==> config.mk <==
export PLATFORM = sky130hd
export DESIGN_NAME = lsram_fifo_ctrl
export DESIGN_NICKNAME = d
export VERILOG_FILES = /design/src/rtl/lsram_fifo_ctrl.sv
export SDC_FILE = /design/constraint.sdc
export NUM_CORES = 1
export LEC_CHECK = 0
export CAP_MARGIN = 15
export CELL_PAD_IN_SITES_DETAIL_PLACEMENT = 1
export CELL_PAD_IN_SITES_GLOBAL_PLACEMENT = 2
export CORE_AREA = 2 2 143 145
export DETAILED_ROUTE_END_ITERATION = 10
export DIE_AREA = 0 0 145 147
export PLACE_DENSITY_LB_ADDON = 0.1
export SLEW_MARGIN = 40
export SYNTH_ARGS = -nofsm -noshare
export SYNTH_HDL_FRONTEND = slang
export SYNTH_SLANG_ARGS = --single-unit
export TNS_END_PERCENT = 50
==> constraint.sdc <==
create_clock -name CLK -period 4.4 [get_ports CLK]
set_input_delay 0.44 -clock CLK [delete_from_list [all_inputs] [get_ports CLK]]
set_output_delay 0.44 -clock CLK [all_outputs]
set_load 0.02 [all_outputs]
==> src/rtl/lsram_fifo_ctrl.sv <==
// lsram_fifo_ctrl
// ---------------
// Single-clock first-word-fall-through FIFO controller for an external
// simple two-port LSRAM (write port + read port, registered read data with
// one cycle of latency). The controller owns the write/read pointers, the
// occupancy counters and flags, and the prefetch logic that keeps Q valid.
// Words live either in the RAM (ram_cnt_r of them) or on the RAM output
// register that feeds Q (q_valid_r).
//
// Optional feature macro: LSRAM_FIFO_CTRL_ERRFLAG_EN
//   defined   -> OVERFLOW / UNDERFLOW are registered one-cycle error pulses
//   undefined -> OVERFLOW / UNDERFLOW are tied low
//
// Ports:
//   CLK         clock for all logic and both RAM ports
//   RESET       synchronous active-high reset
//   WE, DATA    write request and write data
//   FULL, AFULL RAM holds DEPTH words / COUNT >= AF_THRESH
//   RE          read acknowledge, consumes Q while EMPTY=0
//   Q, EMPTY    head-of-FIFO word and its (inverted) valid flag
//   AEMPTY      COUNT <= AE_THRESH
//   COUNT       total words held (RAM plus Q)
//   OVERFLOW    write attempted while FULL (optional)
//   UNDERFLOW   read attempted while EMPTY (optional)
//   RAM_W_*     RAM write port (data, address, enable)
//   RAM_R_*     RAM read port (address, enable, registered data in)

module lsram_fifo_ctrl #(
  parameter int DATA_WIDTH = 64,
  parameter int ADDR_WIDTH = 6,
  parameter int AF_THRESH  = 60,
  parameter int AE_THRESH  = 4
) (
  input  logic                  CLK,
  input  logic                  RESET,
  input  logic                  WE,
  input  logic [DATA_WIDTH-1:0] DATA,
  output logic                  FULL,
  output logic                  AFULL,
  input  logic                  RE,
  output logic [DATA_WIDTH-1:0] Q,
  output logic                  EMPTY,
  output logic                  AEMPTY,
  output logic [ADDR_WIDTH:0]   COUNT,
  output logic                  OVERFLOW,
  output logic                  UNDERFLOW,
  output logic [DATA_WIDTH-1:0] RAM_W_DATA,
  output logic [ADDR_WIDTH-1:0] RAM_W_ADDR,
  output logic                  RAM_W_EN,
  output logic [ADDR_WIDTH-1:0] RAM_R_ADDR,
  output logic                  RAM_R_EN,
  input  logic [DATA_WIDTH-1:0] RAM_R_DATA
);

  localparam logic [ADDR_WIDTH:0]   DEPTH_C  = {1'b1, {ADDR_WIDTH{1'b0}}};
  localparam logic [ADDR_WIDTH:0]   AF_C     = (ADDR_WIDTH+1)'(AF_THRESH);
  localparam logic [ADDR_WIDTH:0]   AE_C     = (ADDR_WIDTH+1)'(AE_THRESH);
  localparam logic [ADDR_WIDTH:0]   CNT_ZERO = {(ADDR_WIDTH+1){1'b0}};
  localparam logic [ADDR_WIDTH:0]   CNT_ONE  = {{ADDR_WIDTH{1'b0}}, 1'b1};
  localparam logic [ADDR_WIDTH-1:0] PTR_ONE  = {{(ADDR_WIDTH-1){1'b0}}, 1'b1};

  logic [ADDR_WIDTH-1:0] wptr_r;
  logic [ADDR_WIDTH-1:0] rptr_r;
  logic [ADDR_WIDTH-1:0] wptr_nxt_s;
  logic [ADDR_WIDTH-1:0] rptr_nxt_s;
  logic [ADDR_WIDTH:0]   ram_cnt_r;
  logic [ADDR_WIDTH:0]   ram_cnt_nxt_s;
  logic [ADDR_WIDTH:0]   count_nxt_s;
  logic                  q_valid_r;
  logic                  q_valid_nxt_s;
  logic                  full_r;
  logic                  afull_r;
  logic                  aempty_r;
  logic                  wr_ok_s;
  logic                  rd_ok_s;
  logic                  pref_s;

  // FULL is the registered flag, so a write in the same cycle as a freeing
  // read is still dropped. Both RAM strobes are held off during reset.
  assign wr_ok_s = WE & ~full_r & ~RESET;
  assign rd_ok_s = RE & q_valid_r;
  // Refill the output register whenever it is empty or being consumed.
  assign pref_s  = (~q_valid_r | rd_ok_s) & (ram_cnt_r != CNT_ZERO) & ~RESET;

  // Next-state computation for pointers, RAM occupancy and the Q valid bit
  always_comb begin
    wptr_nxt_s    = wptr_r;
    rptr_nxt_s    = rptr_r;
    ram_cnt_nxt_s = ram_cnt_r;
    q_valid_nxt_s = q_valid_r;

    if (wr_ok_s) begin
      wptr_nxt_s = wptr_r + PTR_ONE;
    end else begin
      wptr_nxt_s = wptr_r;
    end

    if (pref_s) begin
      rptr_nxt_s    = rptr_r + PTR_ONE;
      q_valid_nxt_s = 1'b1;
    end else if (rd_ok_s) begin
      rptr_nxt_s    = rptr_r;
      q_valid_nxt_s = 1'b0;
    end else begin
      rptr_nxt_s    = rptr_r;
      q_valid_nxt_s = q_valid_r;
    end

    // A simultaneous write and prefetch leave the RAM occupancy unchanged.
    case ({wr_ok_s, pref_s})
      2'b10:   ram_cnt_nxt_s = ram_cnt_r + CNT_ONE;
      2'b01:   ram_cnt_nxt_s = ram_cnt_r - CNT_ONE;
      default: ram_cnt_nxt_s = ram_cnt_r;
    endcase

    count_nxt_s = ram_cnt_nxt_s + {{ADDR_WIDTH{1'b0}}, q_valid_nxt_s};
  end

  // State and flag registers; flags are computed from the next-state count
  always_ff @(posedge CLK) begin
    if (RESET) begin
      wptr_r    <= {ADDR_WIDTH{1'b0}};
      rptr_r    <= {ADDR_WIDTH{1'b0}};
      ram_cnt_r <= CNT_ZERO;
      q_valid_r <= 1'b0;
      full_r    <= 1'b0;
      afull_r   <= 1'b0;
      aempty_r  <= 1'b1;
    end else begin
      wptr_r    <= wptr_nxt_s;
      rptr_r    <= rptr_nxt_s;
      ram_cnt_r <= ram_cnt_nxt_s;
      q_valid_r <= q_valid_nxt_s;
      full_r    <= (ram_cnt_nxt_s == DEPTH_C);
      afull_r   <= (count_nxt_s >= AF_C);
      aempty_r  <= (count_nxt_s <= AE_C);
    end
  end

`ifdef LSRAM_FIFO_CTRL_ERRFLAG_EN
  logic overflow_r;
  logic underflow_r;

  // One-cycle error pulses for a write into FULL / a read from EMPTY
  always_ff @(posedge CLK) begin
    if (RESET) begin
      overflow_r  <= 1'b0;
      underflow_r <= 1'b0;
    end else begin
      overflow_r  <= WE & full_r;
      underflow_r <= RE & ~q_valid_r;
    end
  end

  assign OVERFLOW  = overflow_r;
  assign UNDERFLOW = underflow_r;
`else
  assign OVERFLOW  = 1'b0;
  assign UNDERFLOW = 1'b0;
`endif

  assign FULL       = full_r;
  assign AFULL      = afull_r;
  assign AEMPTY     = aempty_r;
  assign EMPTY      = ~q_valid_r;
  assign COUNT      = ram_cnt_r + {{ADDR_WIDTH{1'b0}}, q_valid_r};
  assign Q          = RAM_R_DATA;
  assign RAM_W_DATA = DATA;
  assign RAM_W_ADDR = wptr_r;
  assign RAM_W_EN   = wr_ok_s;
  assign RAM_R_ADDR = rptr_r;
  assign RAM_R_EN   = pref_s;

endmodule

======== Word-level counts from Yosys, hierarchy flattened ========
Cells that the tools add are included.
storage, ports and cells
  bits in registers ....................... 23
  input port bits ......................... 132
  output and inout port bits .............. 155
  logic and storage cells ................. 31
operators by class
  add/subtract/negate cells ............... 6
  magnitude comparators ................... 2
  equal/unequal tests ..................... 3
  mux-type cells .......................... 3
  bitwise gates (word level) .............. 9
  reductions and logical operators ........ 1
operators with widths
  operator                                                           count
  adder 7 x 1 -> 7 bit                                               2
  case mux 7 bit (2 select lines)                                    1
  adder 6 x 1 -> 6 bit, second input constant                        2
  adder 7 x 1 -> 7 bit, second input constant                        1
  equality test 7 bit, second input constant                         1
  greater-or-equal comparator 7 x 6 -> 1 bit, second input constant  1
  <= comparator 7 x 3 -> 1 bit, second input constant                1
  nonzero test 7 bit                                                 1
  subtractor 7 x 1 -> 7 bit, second input constant                   1
  AND 1 bit                                                          5
  NOT 1 bit                                                          3
  equality test 2 x 1 -> 1 bit, second input constant                1
  equality test 2 bit, second input constant                         1
  2-to-1 mux 1 bit                                                   2
  bitwise OR 1 bit                                                   1

======== Logic depth before layout (Yosys ltp) ========
Gate-level depths: netlist (run 1).
  depth after elaboration ................. 8
  depth in mapped cells ................... 14
  depth with buffers taken out ............ 11

======== Worst setup path before layout (run 1) ========
No wires, ideal clock.
  path kind ............................... reg2reg
  start point ............................. reg ram_cnt_r[0]
  end point ............................... reg aempty_r (netlist: AEMPTY)
  setup time .............................. 0.060 ns
  data arrival time ....................... 3.435 ns
  data required time ...................... 4.340 ns
  slack ................................... 0.906 ns
  cell stages (with the launch flop) ...... 13
  buffers on the path ..................... 1
  clock period less this slack ............ 3.494 ns
  cells stage by stage .................... dfxtp_1 -> nor3_1 -> a21oi_1 -> and2_1 -> clkbuf_1 -> ha_1 -> fa_1 -> mux2_2 -> ha_1 -> or3_1 -> mux2_2 -> o2bb2ai_1 -> a31o_1
on the way
  cells in the longest elaborated chain, start to end .. 7
ends and longest elaborated chain
  what                                                                 line  RTL
  start, declared                                                      66    logic [ADDR_WIDTH:0] ram_cnt_r;
  start signal, assigned                                               132   ram_cnt_r <= ram_cnt_nxt_s;
  nonzero test 7 bit (*)                                               83    assign pref_s = (~q_valid_r | rd_ok_s) & (ram_cnt_r != CNT_ZERO) & ~RESET;
  AND 1 bit (*) (2 in series)                                          83
  net RAM_R_EN                                                         51    output logic RAM_R_EN,
  equality test 2 x 1 -> 1 bit or equality test 2 bit (tied branches)  110   case ({wr_ok_s, pref_s})
  case mux 7 bit (2 select lines) (*)                                  110
  net ram_cnt_nxt_s[1]                                                 67    logic [ADDR_WIDTH:0] ram_cnt_nxt_s;
  adder 7 x 1 -> 7 bit (*)                                             116   count_nxt_s = ram_cnt_nxt_s + {{ADDR_WIDTH{1'b0}}, q_valid_nxt_s};
  <= comparator 7 x 3 -> 1 bit (*)                                     136   aempty_r <= (count_nxt_s <= AE_C);
  end signal, assigned                                                 136
  end, declared                                                        73    logic aempty_r;
The timed path passes the listed nets; every way through them passes the cells marked *.
A chain may end at the register's enable or synchronous reset.

======== Final worst setup path (run 1) ========
  start point ............................. reg ram_cnt_r[5]
  end point ............................... reg aempty_r (netlist: AEMPTY)
on the way
  cells in the longest elaborated chain, start to end .. 7
ends and longest elaborated chain
  what                                                                 line
  nonzero test 7 bit                                                   83
  AND 1 bit (2 in series)                                              83
  equality test 2 x 1 -> 1 bit or equality test 2 bit (tied branches)  110
  case mux 7 bit (2 select lines)                                      110
  adder 7 x 1 -> 7 bit (*)                                             116
  <= comparator 7 x 3 -> 1 bit (*)                                     136
Every way passes the cells marked *; elsewhere a longest branch is shown, timed or not.

==> results.py, run 1 <==
metrics = {
    "cells_and_area": {
        "drive_gt1_frac": 0.105,
        "area_growth_pct": -10.3,
        "fillers": 2342,
        "nNetsFinal": 346,
        "n_antenna_cell": 0,
    },
    "timing": {
        "final-setup-viol-count": 0,
        "relSlewSlack": 0.583,
        "drv_slew": 0,
        "rsz0062_at_grt": "no",
        "post-route-period-util": 0.846,
        "period_needed_ns": 3.72,
        "skew_ns": 0.00287,
        "hold_viol_final": 0,
        "tns_ns": 0,
        "tightest_slew_ns": 0.620,
        "fmax_mhz": 269,
    },
    "pwr": {
        "powerDensity_nw_per_um2": 697,
        "p_sw_mw": 0.745,
        "total_power_mw": 1.57,
        "ir_drop_uv": 162,
        "seq_power_share": 0.209,
        "p_clk_frac": 0.136,
        "pwr-share-comb": 0.655,
        "p_int_mw": 0.826,
        "sw_frac_of_total": 0.474,
        "p_leak_nw": 0.851,
    },
    "yosys": {
        "synth_warnings": 0,
        "syn_area_um2": 2520,
        "ys_async_sr_fraction": 0,
        "synth_edf_count": 0,
        "synth_top_area_frac": 0.391,
        "ys.flop_type": "dfxtp_1",
        "yosysSeqAreaShare": 0.183,
        "yosysTopAreaCell": "buf_4",
        "syn_avg_cell_area_um2": 8.50,
        "synth_area_leaders": "buf_4, dfxtp_1, ha_1",
        "yosysMostFrequentCell": "buf_4",
        "syn_inst": 296,
        "synth_common_cells": "buf_4, dfxtp_1, nor2_1",
        "synth_cell_types": 50,
        "ys_ff_latch": 23,
    },
    "drt": {
        "wire_per_inst_um": 13.2,
        "num_vias": 1450,
        "routed_wl_mm": 6.20,
        "drt_iter0_drc": 35,
        "drtAntennaViolNets": 0,
        "first_pass_iters": 2,
        "viasPerCell": 3.09,
        "drc_errors": 0,
    },
    "setup_path": {
        "path_class": "flop to flop",
        "worst_setup_path_start_kind": "flop",
        "crit_arrival_ns": 3.88,
        "endpoint_kind": "flop",
        "crit_fanout": 10,
        "r2r_cells": 11,
        "worst_ep_required_time_ns": 4.56,
    },
    "die": {
        "dieWidth_um": 145,
        "core_um2": 19800,
        "io_pins": 287,
        "initial_utilization": 0.127,
        "rows": 52,
        "die-area_um2": 21300,
        "die_h_um": 147,
    },
    "grt": {
        "grt_max_degree": 18,
        "grt_pass1_wl_mm": 9.65,
        "antenna_found_initial": 0,
        "grt-ovfl-total": 0,
        "grt_pass1_vias": 1653,
        "track_usage": 0.0586,
    },
    "clock_tree": {
        "clkTransAtPathRegs_ns": 0.07,
        "cts_sinks": 23,
        "root_buffer": "clkbuf_16",
        "cts_setup_buffers": 0,
        "cts_repair_resize_count": 0,
        "cts_max_path_buffers": 2,
        "cts_tree": "built",
        "clk_latency_ns": 0.27,
        "cts_made_buffers": 3,
        "postCtsHoldBufs": 0,
        "h-tree-depth": 1,
    },
    "placement": {
        "place.detailed.hpwl_mm": 4.72,
        "io_buffers": 28,
        "place_congestion": 0.617,
    },
    "worst_hold_path": {
        "hold_depth": 2,
        "hold_class": "flop to flop",
    },
    "outcome": {
        "status": "finished, final reports clean",
    },
    "run": {
        "cap_violations": 0,
    },
}
[critical path, cell delays in order (launching register included)]
cell and delay, ns:
dfxtp_1 0.38, nor4_1 0.59, a21oi_1 0.15, and2_1 0.19, ha_1 0.34, ha_1 0.49
o211a_1 0.21, a2111oi_0 0.40, nand3b_1 0.33, and4bb_1 0.23, o2bb2ai_1 0.12, a31o_1 0.20
[worst paths after layout]
| kind | from | to | slack [ns] |
|---|---|---|---|
| min | RAM_R_ADDR[5]$_SDFFE_PP0P_ | RAM_R_ADDR[5]$_SDFFE_PP0P_ | 0.53 |
| max reg2reg | ram_cnt_r[5]$_SDFF_PP0_ | AEMPTY$_SDFF_PP1_ | 0.68 |
| max | ram_cnt_r[5]$_SDFF_PP0_ | AEMPTY$_SDFF_PP1_ | 0.68 |
| min reg2reg | RAM_R_ADDR[5]$_SDFFE_PP0P_ | RAM_R_ADDR[5]$_SDFFE_PP0P_ | 0.53 |
[metal layers]
layer	global-route usage	share of wire	vias up
li1	-	-	663
met1	0.0653	0.42	708
met2	0.0998	0.49	51
met3	0.0180	0.062	28
met4	0.0327	0.030	0
met5	0	0	-
[per-stage QoR]
stage	cell area [µm²]	hold slack, ns	cells	utilization	worst slack, ns
final	2260	0.530	470	0.114	0.676
after floorplan	2520	0.512	297	-	0.906
after global routing	2260	0.571	470	0.114	0.327
after global placement	2180	0.517	466	0.110	0.547
after CTS	2260	0.538	470	0.114	0.552
after detailed placement	2180	0.507	466	0.110	0.520
[registers in the layout, indices dropped and copies added, names as in the netlist]
register	cells
FULL	1
RAM_R_ADDR	6
ram_cnt_r	7
AEMPTY	1
q_valid_r	1
RAM_W_ADDR	6
AFULL	1
[power by group through the flow]
stage               registers [mW]  clock network, mW  logic (mW)
CTS                          0.333              0.231        1.06
global placement             0.338                  0        1.07
global route                 0.342              0.238        1.15
detailed placement           0.337                  0        1.06
finish                       0.328              0.214        1.03
floorplan                    0.346                  0       0.853
[cells by family after synthesis]
family / share of synthesized area
multiplexers: 0.0224
buffers and inverters: 0.412
XOR/XNOR: 0.0726
flip-flops: 0.183
other: 0.00149
AND/OR/NAND/NOR: 0.169
adder cells (fa/ha/maj): 0.0676
AO/OA/AOI/OAI: 0.0721
[area by class of cell]
class,count,area [µm²],area share
Clock buffer,4,78.8,0.0349
Inverter,4,15.0,0.00666
Multi-Input combinational cell,133,1020,0.454
Sequential cell,23,460,0.204
Tap cell,270,338,0.150
Timing Repair Buffer,36,340,0.151
[cells in the final DEF (no fill, tap or decap), types with 5 or more instances in the layout]
cell             instances
a21oi_1                  5
nand2_1                  7
nor3b_1                  5
ha_1                    12
xor2_1                  12
nand2b_1                 5
nand4_1                  6
buf_4                    8
xnor2_1                  7
nor2_1                  18
nand3_1                  6
and3_1                   5
dfxtp_1                 23
clkdlybuf4s50_1         28
Note: power is estimated with default switching activity, not from simulation.
==> run 2, diff against run 1 <==
- CORE_AREA: 2 2 143 145 -> 2 2 155 157
- DIE_AREA: 0 0 145 147 -> 0 0 157 159
- clock period: 4.4 -> 3 ns (I/O delays scaled with it)
==> run 2 against run 1 <==
The flow now finishes with violations (setup timing). Wire length is 6.2% higher. Die area is 17% higher. Utilization up 0.58 points. Largest cell class unchanged.
==> results.py, run 2 (synthesis results as in run 1) <==
metrics = {
    "outcome": {
        "status": "finished with violations",
        "violations": "setup timing",
    },
    "clock_tree": {
        "h-tree-depth": 1,
        "root_buffer": "clkbuf_16",
        "clkTransAtPathRegs_ns": 0.07,
        "cts_tree": "built",
        "postCtsHoldBufs": 0,
        "cts_sinks": 23,
        "cts_max_path_buffers": 2,
        "clk_latency_ns": 0.26,
        "cts_made_buffers": 3,
    },
    "worst_hold_path": {
        "hold_class": "flop to flop",
    },
    "placement": {
        "place.detailed.hpwl_mm": 5.41,
        "place_congestion": 0.610,
        "placed_area_um2": 2540,
        "io_buffers": 28,
    },
    "drt": {
        "drt_iter0_drc": 31,
        "first_pass_iters": 4,
        "routed_wl_mm": 6.58,
        "num_vias": 1559,
        "drtAntennaViolNets": 0,
        "wire_per_inst_um": 11.9,
        "drc_errors": 0,
        "viasPerCell": 2.81,
    },
    "pwr": {
        "total_power_mw": 3.11,
        "ir_drop_uv": 279,
        "p_leak_nw": 1.05,
        "powerDensity_nw_per_um2": 1120,
    },
    "grt": {
        "grt_max_degree": 13,
        "grt_busiest_layer": "met2",
        "grt-ovfl-total": 0,
        "grt_use_met3": 0.0158,
        "grt_use_met1": 0.0691,
        "track_usage": 0.0532,
        "grt_pass1_vias": 1810,
        "antenna_found_initial": 0,
        "grt_pass1_wl_mm": 10.3,
        "gr-usage-met2": 0.0829,
    },
    "cells_and_area": {
        "largest_register_ffs": 7,
        "layout_commonest_cell": "buf_4",
        "nNetsFinal": 381,
        "layout_common_cells": "buf_4, clkdlybuf4s50_1, dfxtp_1, nor2_1, xor2_1",
        "fin_area_um2": 2770,
        "area_growth_pct": 10.1,
        "largest_register": "ram_cnt_r",
        "n_antenna_cell": 0,
        "drive_gt1_frac": 0.315,
    },
    "timing": {
        "skew_ns": 0.00468,
        "final-setup-viol-count": 1,
        "rsz0062_at_grt": "yes",
        "post-route-period-util": 1.00,
        "period_needed_ns": 3.01,
        "hold_viol_final": 0,
        "holdWs_ns": 0.515,
        "fmax_mhz": 333,
        "drv_slew": 0,
        "setup_slack_ns": -0.00591,
    },
    "die": {
        "io_pins": 287,
        "dieWidth_um": 157,
        "initial_utilization": 0.108,
        "die-area_um2": 25000,
        "rows": 56,
        "die_h_um": 159,
        "core_um2": 23200,
    },
    "setup_path": {
        "endpoint_kind": "flop",
        "crit_arrival_ns": 3.22,
        "worst_setup_path_start_kind": "flop",
        "path_class": "flop to flop",
        "worst_ep_required_time_ns": 3.21,
        "crit_fanout": 7,
    },
    "run": {
        "cap_violations": 0,
    },
}
==> run 2: area by class of cell <==
| cell class | count | area [µm²] |
|---|---|---|
| repair buffers | 71 | 619 |
| flip-flops and latches | 23 | 463 |
| multi-input cells | 133 | 1190 |
| clock buffers | 4 | 78.8 |
| well taps | 319 | 399 |
| inverters | 4 | 15.0 |
| fillers | 2724 | 20400 |
==> run 2: worst paths after layout <==
kind,cells after the start,end,slack (ns),startpoint
worst min-delay path,2,RAM_W_ADDR[5]$_SDFFE_PP0P_,0.51,RAM_W_ADDR[5]$_SDFFE_PP0P_
worst max register to register,12,AEMPTY$_SDFF_PP1_,-0.006,ram_cnt_r[3]$_SDFF_PP0_
worst max-delay path,12,AEMPTY$_SDFF_PP1_,-0.006,ram_cnt_r[3]$_SDFF_PP0_
worst min register to register,2,RAM_W_ADDR[5]$_SDFFE_PP0P_,0.51,RAM_W_ADDR[5]$_SDFFE_PP0P_
==> run 2: power breakdown <==
part | switching [mW] | internal (mW) | leakage, nW
clock | 0.124 | 0.182 | 0.0382
sequential | 0.0676 | 0.387 | 0.189
combinational | 1.13 | 1.22 | 0.825
total | 1.32 | 1.79 | 1.05
==> run 2: timing repair <==
action,CTS,global route
setup endpoints to repair,3,3
pin swaps,9,6
gates resized for setup,15,5
buffers inserted,1,1
gates cloned,0,0
==> run 2: stage by stage <==
stage | util | setup TNS, ns | setup slack [ns] | instances
finish | 0.119 | -0.00591 | -0.00591 | 554
global route | 0.119 | -0.379 | -0.145 | 554
CTS | 0.118 | -0.0471 | -0.0471 | 553
detailed placement | 0.110 | -0.966 | -0.313 | 548
global placement | 0.110 | -1.15 | -0.340 | 548
floorplan | - | 0 | 0.000969 | 297
==> run 2: critical path: stages, from the launching register on <==
cell       delay, ns
dfxtp_2         0.33
nor4_4          0.28
buf_4           0.16
a21oi_2         0.05
and2_4          0.18
ha_4            0.21
fa_2            0.42
mux2_4          0.31
ha_4            0.17
or3_1           0.31
mux2_4          0.27
o2bb2ai_2       0.12
a31o_1          0.14
==> run 2: layer usage <==
| metal | wire length, µm | part of all wire | up-vias |
|---|---|---|---|
| li1 | - | - | 736 |
| met1 | 3050 | 0.46 | 732 |
| met2 | 3000 | 0.46 | 67 |
| met3 | 415 | 0.063 | 24 |
| met4 | 119 | 0.018 | 0 |
| met5 | 0 | 0 | - |
==> run 3, diff against run 2 <==
- CORE_AREA: 2 2 155 157 -> 2 2 143 145
- DIE_AREA: 0 0 157 159 -> 0 0 145 147
- MAX_ROUTING_LAYER: not set -> met4
- clock period: 3 -> 3.4 ns (I/O delays scaled with it)
==> run 3 against run 2 <==
The flow now finishes without violations. Cell count is 10% lower. Clock power down 12%. Die area decreased by 15%. Critical path depth is 1 higher. Global-route usage rose by 0.83 points. Non-clock buffer count shrank 7. Hold slack better by 0.012 ns. Clock skew shrank 0.0019 ns. Critical path type unchanged. Sequential power down 15%. Register-to-register slack improved by 0.23 ns. First-iteration DRC count grew 23%. Via count fell by 0.83%.
==> results.py, run 3 (synthesis results as in run 1) <==
metrics = {
    "setup_path": {
        "path_class": "flop to flop",
        "cp_top_family": "simple AND/OR/NAND/NOR gates",
        "endpoint_kind": "flop",
        "worst_ep_required_time_ns": 3.61,
        "timing.critical_path.buf_inv": 2,
        "crit_chain": "nor4_1, buf_4, a21oi_1, and2_1, ha_1, buf_4, ha_1, a21o_4, a2111oi_4, nor3b_2, nor4b_2, xor2_1, a31o_1",
        "worst_setup_path_start_kind": "flop",
        "crit_arrival_ns": 3.39,
        "crit_slowest_cell": "ha_1",
        "crit_fanout": 6,
        "critical_path.max_stage_delay_ns": 0.35,
    },
    "die": {
        "initial_utilization": 0.127,
        "die-area_um2": 21300,
        "die_h_um": 147,
        "dieWidth_um": 145,
        "core_um2": 19800,
        "io_pins": 287,
        "rows": 52,
    },
    "placement": {
        "place.detailed.hpwl_mm": 5.09,
        "io_buffers": 28,
        "place_congestion": 0.680,
        "dp.cells": 494,
        "dp_worst_setup_slack_ns": -0.0622,
    },
    "cells_and_area": {
        "drive_gt1_frac": 0.224,
        "multiInputGateArea_um2": 1030,
        "n_antenna_cell": 0,
        "regArea_um2": 460,
        "fin_cells": 498,
        "fillers": 2319,
        "largest_register_ffs": 7,
        "largest_register": "ram_cnt_r",
        "final_util": 0.125,
        "layout_commonest_cell": "buf_4",
        "layout_common_cells": "buf_4, clkdlybuf4s50_1, dfxtp_1, nor2_1",
        "area_growth_pct": -1.14,
        "nNetsFinal": 374,
    },
    "drt": {
        "num_vias": 1546,
        "drt_iter0_drc": 38,
        "wire_per_inst_um": 12.6,
        "viasPerCell": 3.10,
        "drtAntennaViolNets": 0,
        "first_pass_iters": 3,
        "routed_wl_mm": 6.26,
        "drc_errors": 0,
    },
    "timing": {
        "period_needed_ns": 3.18,
        "post-route-period-util": 0.935,
        "holdWs_ns": 0.527,
        "tightest_slew_ns": 0.496,
        "tns_ns": 0,
        "fmax_mhz": 315,
        "final-setup-viol-count": 0,
        "drv_slew": 0,
        "relSlewSlack": 0.662,
        "setup_slack_ns": 0.222,
        "skew_ns": 0.00278,
        "rsz0062_at_grt": "no",
        "hold_viol_final": 0,
    },
    "worst_hold_path": {
        "hold_class": "flop to flop",
    },
    "clock_tree": {
        "root_buffer": "clkbuf_16",
        "cts_sinks": 23,
        "cts_repair_resize_count": 0,
        "postCtsHoldBufs": 0,
        "cts_made_buffers": 3,
        "clkTransAtPathRegs_ns": 0.07,
        "cts_max_path_buffers": 2,
        "cts_setup_buffers": 0,
        "cts_tree": "built",
        "clk_latency_ns": 0.26,
        "h-tree-depth": 1,
    },
    "run": {
        "cap_violations": 0,
    },
    "pwr": {
        "p_leak_nw": 0.994,
        "ir_drop_uv": 196,
        "powerDensity_nw_per_um2": 927,
    },
    "grt": {
        "grt_pass1_vias": 1776,
        "antenna_found_initial": 0,
        "grt-ovfl-total": 0,
        "grt_max_degree": 16,
        "track_usage": 0.0616,
        "grt_pass1_wl_mm": 10.0,
    },
    "outcome": {
        "status": "finished, final reports clean",
    },
}
[run 3: cell types whose count changed in the layout (fill, tap and decap cells not counted), sizes merged]
cell,change
clkbuf,-1
clkinv,+1
buf,-7
[run 3: worst reg2reg max path, stage by stage (launching register included)]
cell and delay, ns:
dfxtp_1 0.32, nor4_1 0.27, buf_4 0.16, a21oi_1 0.06, and2_1 0.17, ha_1 0.21, buf_4 0.17, ha_1 0.35
a21o_4 0.26, a2111oi_4 0.35, nor3b_2 0.12, nor4b_2 0.29, xor2_1 0.23, a31o_1 0.16
[run 3: layout make-up]
| cell class | instances | area share |
|---|---|---|
| clock buffer | 3 | 0.0302 |
| clock inverter | 1 | 0.00201 |
| inverter | 4 | 0.00604 |
| multi-input combinational | 133 | 0.414 |
| sequential | 23 | 0.185 |
| tap | 270 | 0.136 |
| timing repair buffer | 64 | 0.226 |
[run 3: worst paths after layout]
path / from / endpoint / slack [ns] / depth (start not counted)
hold reg to reg: RAM_R_ADDR[1]$_SDFFE_PP0P_ / RAM_R_ADDR[1]$_SDFFE_PP0P_ / 0.53 / 2
setup / recovery: ram_cnt_r[3]$_SDFF_PP0_ / AEMPTY$_SDFF_PP1_ / 0.22 / 13
hold / removal: RAM_R_ADDR[1]$_SDFFE_PP0P_ / RAM_R_ADDR[1]$_SDFFE_PP0P_ / 0.53 / 2
setup reg to reg: ram_cnt_r[3]$_SDFF_PP0_ / AEMPTY$_SDFF_PP1_ / 0.22 / 13
[run 3: metal layers]
layer	global-route usage	routed length, µm
met1	0.0651	2520
met2	0.107	3190
met3	0.0146	335
met4	0.0337	203
met5	-	0
[run 3: metrics by stage]
step           total power, mW  instance area [µm²]
2_1_floorplan             1.55                 2520
3_3_place_gp              2.14                 2400
3_5_place_dp              2.09                 2400
4_1_cts                   2.38                 2480
5_1_grt                   2.51                 2490
6_report                  2.31                 2490
[run 3: where the power goes]
part / switching, mW / leakage, nW / internal (mW)
Sequential: 0.0453 / 0.188 / 0.339
Combinational: 0.861 / 0.765 / 0.791
Clock: 0.111 / 0.0409 / 0.159
